==> config.mk <==
export PLATFORM = sky130hd
export DESIGN_NAME = brush_line_writer_flat
export DESIGN_NICKNAME = d
export VERILOG_FILES = /design/src/rtl/brush_line_writer_if.sv /design/src/rtl/brush_line_writer.sv /design/src/flat_wrapper.sv
export SDC_FILE = /design/constraint.sdc
export NUM_CORES = 1
export LEC_CHECK = 0
export CELL_PAD_IN_SITES_DETAIL_PLACEMENT = 1
export CELL_PAD_IN_SITES_GLOBAL_PLACEMENT = 2
export CORE_MARGIN = 8
export CORE_UTILIZATION = 39
export CTS_CLUSTER_DIAMETER = 50
export DETAILED_ROUTE_END_ITERATION = 16
export PLACE_DENSITY_LB_ADDON = 0.1
export SLEW_MARGIN = 15
export SYNTH_ARGS = -nofsm -noshare
export SYNTH_HDL_FRONTEND = slang
export SYNTH_SLANG_ARGS = --single-unit
==> constraint.sdc <==
create_clock -name clk -period 9.9 [get_ports clk]
set_input_delay 1.485 -clock clk [delete_from_list [all_inputs] [get_ports clk]]
set_output_delay 1.485 -clock clk [all_outputs]
set_load 0.03 [all_outputs]
==> src/rtl/brush_line_writer_if.sv <==
// Command and pixel-write bundle for the brush line writer.
// The master issues cursor commands; the slave drives the pixel store.
interface brush_line_writer_if #(
  parameter int COORD_W = 8
);
  logic               cmd_valid;
  logic               cmd_ready;
  logic [COORD_W-1:0] cmd_x;
  logic [COORD_W-1:0] cmd_y;
  logic [2:0]         cmd_color;
  logic               cmd_pen;
  logic               cmd_clear;
  logic [COORD_W-1:0] wx;
  logic [COORD_W-1:0] wy;
  logic [2:0]         newColor;
  logic               we;
  logic               busy;

  modport master (
    output cmd_valid, cmd_x, cmd_y,
    output cmd_color, cmd_pen, cmd_clear,
    input  cmd_ready, wx, wy,
    input  newColor, we, busy
  );

  modport slave (
    input  cmd_valid, cmd_x, cmd_y,
    input  cmd_color, cmd_pen, cmd_clear,
    output cmd_ready, wx, wy,
    output newColor, we, busy
  );
endinterface

==> src/rtl/brush_line_writer.sv <==
// Canvas write-stream producer: pen moves, Bresenham lines
// and full-canvas clears, one pixel write per cycle.
module brush_line_writer #(
  parameter int COORD_W    = 8,
  parameter int CANVAS_MAX = 127
) (
  input logic clk,
  input logic reset,
  brush_line_writer_if.slave bus
);

  typedef enum logic [1:0] {
    IDLE  = 2'd0,
    LINE  = 2'd1,
    CLEAR = 2'd2
  } state_t;

  localparam logic [COORD_W-1:0] CMAX =
    COORD_W'(CANVAS_MAX);

  state_t state, state_nx;

  logic [COORD_W-1:0] tx, ty;
  logic [COORD_W-1:0] lx, ly;
  logic [COORD_W-1:0] cx, cy;
  logic [COORD_W-1:0] x1, y1;
  logic [COORD_W-1:0] adx, ady;
  logic [2:0]         color;
  logic               sx_neg, sy_neg;
  logic               accept;
  logic               at_end;
  logic               clr_end;
  logic               step_x, step_y;

  logic signed [9:0]  err;
  logic signed [9:0]  dxs, dys;
  logic signed [9:0]  dx_n, dy_n;
  logic signed [9:0]  err_nx;
  logic signed [10:0] e2, dx11, dy11;

  assign tx = (bus.cmd_x > CMAX) ? CMAX : bus.cmd_x;
  assign ty = (bus.cmd_y > CMAX) ? CMAX : bus.cmd_y;

  assign accept  = bus.cmd_valid && (state == IDLE);
  assign at_end  = (cx == x1) && (cy == y1);
  assign clr_end = (cx == CMAX) && (cy == CMAX);

  // Line setup is taken from the last pen position.
  assign adx  = (lx < tx) ? tx - lx : lx - tx;
  assign ady  = (ly < ty) ? ty - ly : ly - ty;
  assign dx_n = signed'(10'(adx));
  assign dy_n = -signed'(10'(ady));

  assign e2   = {err, 1'b0};
  assign dx11 = dxs;
  assign dy11 = dys;

  assign step_x = (e2 >= dy11);
  assign step_y = (e2 <= dx11);

  always_comb begin
    err_nx = err;
    if (step_x) err_nx = err_nx + dys;
    if (step_y) err_nx = err_nx + dxs;
  end

  always_ff @(posedge clk) begin
    if (reset) state <= IDLE;
    else       state <= state_nx;
  end

  always_comb begin
    state_nx = state;
    unique case (state)
      IDLE: begin
        if (accept) begin
          if (bus.cmd_clear)    state_nx = CLEAR;
          else if (bus.cmd_pen) state_nx = LINE;
        end
      end
      LINE:    if (at_end)  state_nx = IDLE;
      CLEAR:   if (clr_end) state_nx = IDLE;
      default: state_nx = IDLE;
    endcase
  end

  always_ff @(posedge clk) begin
    if (reset) begin
      lx     <= '0;
      ly     <= '0;
      cx     <= '0;
      cy     <= '0;
      x1     <= '0;
      y1     <= '0;
      color  <= '0;
      err    <= '0;
      dxs    <= '0;
      dys    <= '0;
      sx_neg <= 1'b0;
      sy_neg <= 1'b0;
    end else begin
      unique case (state)
        IDLE: begin
          if (accept) begin
            if (bus.cmd_clear) begin
              cx    <= '0;
              cy    <= '0;
              color <= bus.cmd_color;
            end else if (bus.cmd_pen) begin
              cx     <= lx;
              cy     <= ly;
              x1     <= tx;
              y1     <= ty;
              color  <= bus.cmd_color;
              dxs    <= dx_n;
              dys    <= dy_n;
              err    <= dx_n + dy_n;
              sx_neg <= !(lx < tx);
              sy_neg <= !(ly < ty);
            end else begin
              lx <= tx;
              ly <= ty;
            end
          end
        end
        LINE: begin
          if (at_end) begin
            lx <= x1;
            ly <= y1;
          end else begin
            err <= err_nx;
            if (step_x) cx <= sx_neg ? cx - 1'b1 : cx + 1'b1;
            if (step_y) cy <= sy_neg ? cy - 1'b1 : cy + 1'b1;
          end
        end
        CLEAR: begin
          if (clr_end) begin
            lx <= '0;
            ly <= '0;
          end else if (cx == CMAX) begin
            cx <= '0;
            cy <= cy + 1'b1;
          end else begin
            cx <= cx + 1'b1;
          end
        end
        default: ;
      endcase
    end
  end

  // Write coordinates track the walker, so they hold while idle.
  always_comb begin
    bus.we        = (state != IDLE);
    bus.busy      = (state != IDLE);
    bus.cmd_ready = (state == IDLE);
    bus.wx        = cx;
    bus.wy        = cy;
    bus.newColor  = color;
  end

endmodule
==> src/flat_wrapper.sv <==
// flat-port wrapper written by rule: the top's interface ports become plain ports
module brush_line_writer_flat 
#(
  parameter int COORD_W    = 8,
  parameter int CANVAS_MAX = 127
)
  (clk, reset, bus_cmd_valid, bus_cmd_x, bus_cmd_y, bus_cmd_color, bus_cmd_pen, bus_cmd_clear, bus_cmd_ready, bus_wx, bus_wy, bus_newColor, bus_we, bus_busy);
  brush_line_writer_if #(.COORD_W(COORD_W)) bus_i ();
  input logic clk;
  input logic reset;
  input wire logic [$bits(bus_i.cmd_valid)-1:0] bus_cmd_valid;
  input wire logic [$bits(bus_i.cmd_x)-1:0] bus_cmd_x;
  input wire logic [$bits(bus_i.cmd_y)-1:0] bus_cmd_y;
  input wire logic [$bits(bus_i.cmd_color)-1:0] bus_cmd_color;
  input wire logic [$bits(bus_i.cmd_pen)-1:0] bus_cmd_pen;
  input wire logic [$bits(bus_i.cmd_clear)-1:0] bus_cmd_clear;
  output wire logic [$bits(bus_i.cmd_ready)-1:0] bus_cmd_ready;
  output wire logic [$bits(bus_i.wx)-1:0] bus_wx;
  output wire logic [$bits(bus_i.wy)-1:0] bus_wy;
  output wire logic [$bits(bus_i.newColor)-1:0] bus_newColor;
  output wire logic [$bits(bus_i.we)-1:0] bus_we;
  output wire logic [$bits(bus_i.busy)-1:0] bus_busy;
  assign bus_i.cmd_valid = bus_cmd_valid;
  assign bus_i.cmd_x = bus_cmd_x;
  assign bus_i.cmd_y = bus_cmd_y;
  assign bus_i.cmd_color = bus_cmd_color;
  assign bus_i.cmd_pen = bus_cmd_pen;
  assign bus_i.cmd_clear = bus_cmd_clear;
  assign bus_cmd_ready = bus_i.cmd_ready;
  assign bus_wx = bus_i.wx;
  assign bus_wy = bus_i.wy;
  assign bus_newColor = bus_i.newColor;
  assign bus_we = bus_i.we;
  assign bus_busy = bus_i.busy;
  brush_line_writer #(.COORD_W(COORD_W), .CANVAS_MAX(CANVAS_MAX)) u_core (.clk(clk), .reset(reset), .bus(bus_i));
endmodule
==> Word-level counts from Yosys, hierarchy flattened <==
Cells that the tools add are included.
{ "word_totals": {"elab_cells": 115, "latchBits": 0, "in_bits": 24, "memories": 0, "out_inout_bits": 22, "ff_bits": 83, "romBits": 0, "ram_bits": 0} }
{ "op_classes": {"n_reduce_logical": 17, "mux": 48, "n_lt_le_gt_ge": 6, "div": 0, "bitwise_logic": 1, "eq_ne": 18, "mul": 0, "add_sub_neg": 12, "shift": 0} }
{ "ops": {"columns": ["op", "n"], "rows": [
  ["$mux W8", 29],
  ["$pmux W8 S3", 4],
  ["$mux W10", 6],
  ["$sub A8 B8 Y8", 4],
  ["$pmux W10 S2", 1],
  ["$add A8 B1 Y8 const B", 2],
  ["$eq A8 B7 Y1 const B", 2],
  ["$eq A8 B8 Y1", 2],
  ["$gt A8 B7 Y1 const B", 2],
  ["$lt A8 B8 Y1", 2],
  ["$sub A8 B1 Y8 const B", 2],
  ["$ne A2 B1 Y1 const B", 6],
  ["$reduce_and A6 Y1", 2],
  ["$ge A11 B10 Y1", 1],
  ["$le A11 B9 Y1", 1],
  ["$add A10 B10 Y10", 1],
  ["$add A10 B9 Y10", 1],
  ["$add A9 B10 Y10", 1],
  ["$mux W2", 5],
  ["$ne A2 B2 Y1 const B", 5],
  ["$neg A8 Y10", 1],
  ["$reduce_and A4 Y1", 2],
  ["$reduce_and A7 Y1", 1],
  ["$mux W3", 2],
  ["other kinds (12)", 17]
]} }

==> Depth between registers and ports, before layout <==
{ "depth": {"depth_word": 10, "ltp_mapped": 24, "mapped_depth_nobuf": 22} }

==> Worst setup path after synthesis <==
No wires, ideal clock.
{ "synth_path": {"path_type": "in2reg", "from": "input bus_cmd_y[7]", "to": "register u_core.err[8]", "required_ps": 9812, "setup_ps": 88, "arrival_time_ps": 5439, "slack_ps": 4373, "path_buffers": 2, "cell_stages": 22, "cell_sequence": "buf_2 -> nor2_1 -> inv_1 -> ha_1 -> o21ai_0 -> a22oi_1 -> or2_1 -> buf_6 -> nor2_1 -> nand2_1 -> a21boi_0 -> ha_1 -> fa_1 -> a21o_1 -> a21oi_1 -> nor2b_1 -> o21a_1 -> o21ai_0 -> nand2b_1 -> a21oi_1 -> xnor2_1 -> a311oi_2"} }
{ "synth_between": {"elab_chain_cells": 10, "elab_cells_between_ends": 12, "classes_between": "add/sub (4); order compare (2); mux (6)"} }
{ "synth_lines": {"columns": ["item", "line_no", "text"], "rows": [
  ["start: declaration", "flat_wrapper.sv:13", "input wire logic [$bits(bus_i.cmd_y)-1:0] bus_cmd_y;"],
  ["$gt A8 B7 Y1", "brush_line_writer.sv:42", "assign ty = (bus.cmd_y > CMAX) ? CMAX : bus.cmd_y;"],
  ["$mux W8", "brush_line_writer.sv:42", null],
  ["named net u_core.ty[6]", "brush_line_writer.sv:23", "logic [COORD_W-1:0] tx, ty;"],
  ["$lt A8 B8 Y1", "brush_line_writer.sv:50", "assign ady = (ly < ty) ? ty - ly : ly - ty;"],
  ["$mux W8", "brush_line_writer.sv:50", null],
  ["$neg A8 Y10", "brush_line_writer.sv:52", "assign dy_n = -signed'(10'(ady));"],
  ["named net u_core.dy_n[1]", "brush_line_writer.sv:37", "logic signed [9:0] dx_n, dy_n;"],
  ["$add A9 B10 Y10", "brush_line_writer.sv:117", "err <= dx_n + dy_n;"],
  ["$mux W10", "brush_line_writer.sv:109", "end else if (bus.cmd_pen) begin"],
  ["$mux W10", "brush_line_writer.sv:105", "if (bus.cmd_clear) begin"],
  ["$mux W10", "brush_line_writer.sv:104", "if (accept) begin"],
  ["$pmux W10 S2", "brush_line_writer.sv:102", "unique case (state)"],
  ["end signal: assignment", "brush_line_writer.sv:117", null],
  ["end signal: assignment", "brush_line_writer.sv:131", "err <= err_nx;"],
  ["end: declaration", "brush_line_writer.sv:35", "logic signed [9:0] err;"]
]} }
The timed path passes the listed nets, and every way through them passes these cells. The select of a mux whose other input is x is not followed.
A chain may end at the register's enable or synchronous reset.

==> Final worst setup path <==
Same ends and word-level chain as after synthesis.

==> impl_results.md <==
- Status: completed
- Worst setup path end: u_core.err[8]
- Ports: 46
- Area grow syn2layout: 12.04%
- Fmax: 0.1558 GHz
- Placed cell areas: 8250 µm²
- Initial antenna violation count: 0
- Dpl hpwl: 19.05 mm
- Worst vdd ir: 0.0001111 V
- Hold WC Path Type: flop to flop
- R2R Path Start: u_core.dys[8]
- Fraction of layout cells with a size suffix above 1: 6.163%
- Crit. End Element: flop
- Cell area power density: 243.1 nW/µm²
- Worst path slowest cell: clkdlybuf4s50_1
- Vias in the first global route: 7486
- DRT antenna net count: 0
- CTS Hold Bufs: 0
- Endpoints failing setup: 0
- Die X-Extent: 156.1 µm
- CP startpoint kind: primary input
- Routed len/inst: 19.91 µm
- Worst rel slew slack: 21.83%
- Fin. max-slew vios: 0
- Register area share after synthesis: 21.70%
- Die area: 24370 µm²
- RSZ-0062 raised after global routing: no
- Worst Setup Path Type: primary input to flop
- Setup TNS: 0 ns
- Sequential power share: 23.5%
- CORE AREA: 19330 µm²
- Required time of the critical path: 10.17 ns
- First drt pass iteration count: 4
- Root Driver: clkbuf_16
- DRC: 0
- Die Y: 156.1 µm
- Flops & latches, synth: 83
- Crit path cell chain: clkdlybuf4s50_1, nor2_1, inv_1, ha_1, o21ai_0, a22oi_1, or2_1, nor2_1, nand2_1, a21boi_0, ha_1, fa_1, a21o_1, a21oi_1, nor2b_1, o21a_1, o21ai_0, nand2b_1, a21oi_1, xnor2_1, a311oi_2
- Gate power share: 58.2%
- Num CTS Buffers: 9
- CP Launch Point: bus_cmd_y[7]
- Fin area: 8578 µm²
- YS warnings: 0
- Skew-Pair Late Insertion Delay: 0.35 ns
- Gpl congestion: 0.8639
- Count leader, synth: nor2_1
- Initial DRC count: 364
- GRT Overall Usage: 21.28%
- CTS tree: yes
- Hold Vio Cnt, Final: 0
- Period utilization: 64.85%
- Share of the synthesized area in the top cell type: 21.70%
- Number of H-tree levels: 3
- Hold Crit Start: u_core.bus.newColor[0]
- Post-synth ARST share: 0%
- # port buffers: 45
- Final worst path period need: 6.421 ns
- Crit-path max cell delay: 0.66 ns
- Diode count: 0
- Post-CTS setup buffers: 0
- Initial Util: 39.60%
- CP max FO: 13
- Synthesized area: 7656 µm²
- Leakage power: 3.248 nW
- Global-route wire length before repair: 41.43 mm
- P_sw: 0.9815 mW
- Clock Skew: 0.01001 ns
- Nets@finish: 1107
- WL final: 25.30 mm
- Actual slew at the worst max-slew pin: 1.168 ns
- Sink Count: 83
- Yosys top cell by area: dfxtp_1
- R2r setup slk: 4.34 ns
- Post-Synthesis Cells: 999
- Post-synth top cells: nor2_1, dfxtp_1, ha_1, inv_1, o21ai_0
- Syn_area_per_cell: 7.664 µm²
- Top cells by area, synth: dfxtp_1, ha_1, nor2_1, o21ai_0, xnor2_1
- Int Pwr: 1.104 mW
- Clk slew on worst S/H paths: 0.07 ns
- WP data arrival: 6.69 ns
- Post-synth top flop: dfxtp_1
- GR Overflow Total: 0
- Total power: 2.085 mW
- Via count: 7430
- Vias per inst: 5.846
- Reg-to-Reg End: u_core.err[8]
- Sw frac: 47.07%
- Max Cap Violations: 0
- Synth cell types: 86
- Max Root-Sink Buffers: 2
- Largest net degree at the start of global routing: 50
- PostCTS Resize Cnt: 0
- Clock group share of total power: 18.3%
- Std-Cell Rows: 51
- Reg2reg path depth: 20
- EDFF count, synth: 0
==> cells by family after synthesis <==
kind of cell,Yosys count,share of synthesized area (%)
AOI/OAI and AO/OA,316,28.63
and+or+nand+nor,312,20.18
buffers and inverters,136,6.929
DFF,83,21.70
adders and majority gates,81,13.83
xor gates and xnor gates,54,6.455
muxes,16,2.223
other,1,0.04898
==> worst min-delay path by stage <==
stage	slack [ns]	cells past startpoint	end
5_1_grt	0.48	2	u_core.bus.newColor[1]
3_5_place_dp	0.45	2	u_core.bus.newColor[0]
3_3_place_gp	0.44	2	u_core.bus.newColor[2]
6_report	0.46	2	u_core.bus.newColor[0]
2_1_floorplan	0.45	2	u_core.dys[2]
4_1_cts	0.46	2	u_core.bus.newColor[0]
==> sequential cells by signal, summed over array words and instances, names as in the netlist <==
name	cells
u_core.x1	8
u_core.err	10
u_core.ly	8
u_core.lx	8
u_core.bus.wx	8
u_core.dys	10
u_core.sy_neg	1
u_core.sx_neg	1
u_core.bus.newColor	3
u_core.y1	8
u_core.bus.wy	8
u_core.dxs	8
u_core.state	2
==> cell usage in the layout (no fill, tap or decap), drive strengths merged, types with 31 or more instances in the layout <==
cell	Yosys	routed
xnor2	40	40
clkdlybuf4s50	0	44
ha	75	75
o211ai	34	34
o21ai	77	77
inv	74	75
nand3	31	31
a211oi	40	40
nand2	52	52
dfxtp	83	83
a21oi	51	51
nor2	108	108
==> per-layer routing <==
metal / GRT usage, % / vias up / part of all wire [%]
li1: - / 3624 / -
met1: 29.13 / 3680 / 49
met2: 34.96 / 111 / 46
met3: 3.324 / 15 / 3.6
met4: 3.661 / 0 / 0.96
met5: 0 / - / 0
==> power by group through the flow <==
stage / combinational [mW] / clock [mW] / sequential, mW
after floorplan: 0.875 / 0 / 0.474
after global placement: 1.19 / 0 / 0.498
after detailed placement: 1.20 / 0 / 0.498
after CTS: 1.22 / 0.391 / 0.491
after global routing: 1.35 / 0.404 / 0.501
final: 1.21 / 0.382 / 0.490
==> per-stage QoR <==
stage	instances	utilization, %	worst slack [ns]	hold slack, ns
finish	1271	44.37	3.479	0.4558
global route	1271	44.37	3.068	0.4846
CTS	1271	44.35	3.476	0.4566
detailed placement	1256	42.67	3.175	0.4473
global placement	1256	42.67	3.225	0.4445
floorplan	1000	-	4.373	0.4536
==> critical path: cells and delay by family <==
kind	cells	cell delay (ns)
AO/OA/AOI/OAI	9	1.70
XOR/XNOR	1	0.09
adder cells (fa/ha/maj)	3	1.22
buffers and inverters	2	0.75
AND/OR/NAND/NOR	6	1.43
==> final cells by class <==
cell class	instances	area, µm²
clock buffers	10	239.0
clock inverters	5	85.08
fillers	2400	10760
inverters	74	277.8
multi-input cells	781	5478
flip-flops and latches	83	1662
well taps	265	331.6
repair buffers	53	505.5
No activity file was read; power rests on OpenSTA's default activity.
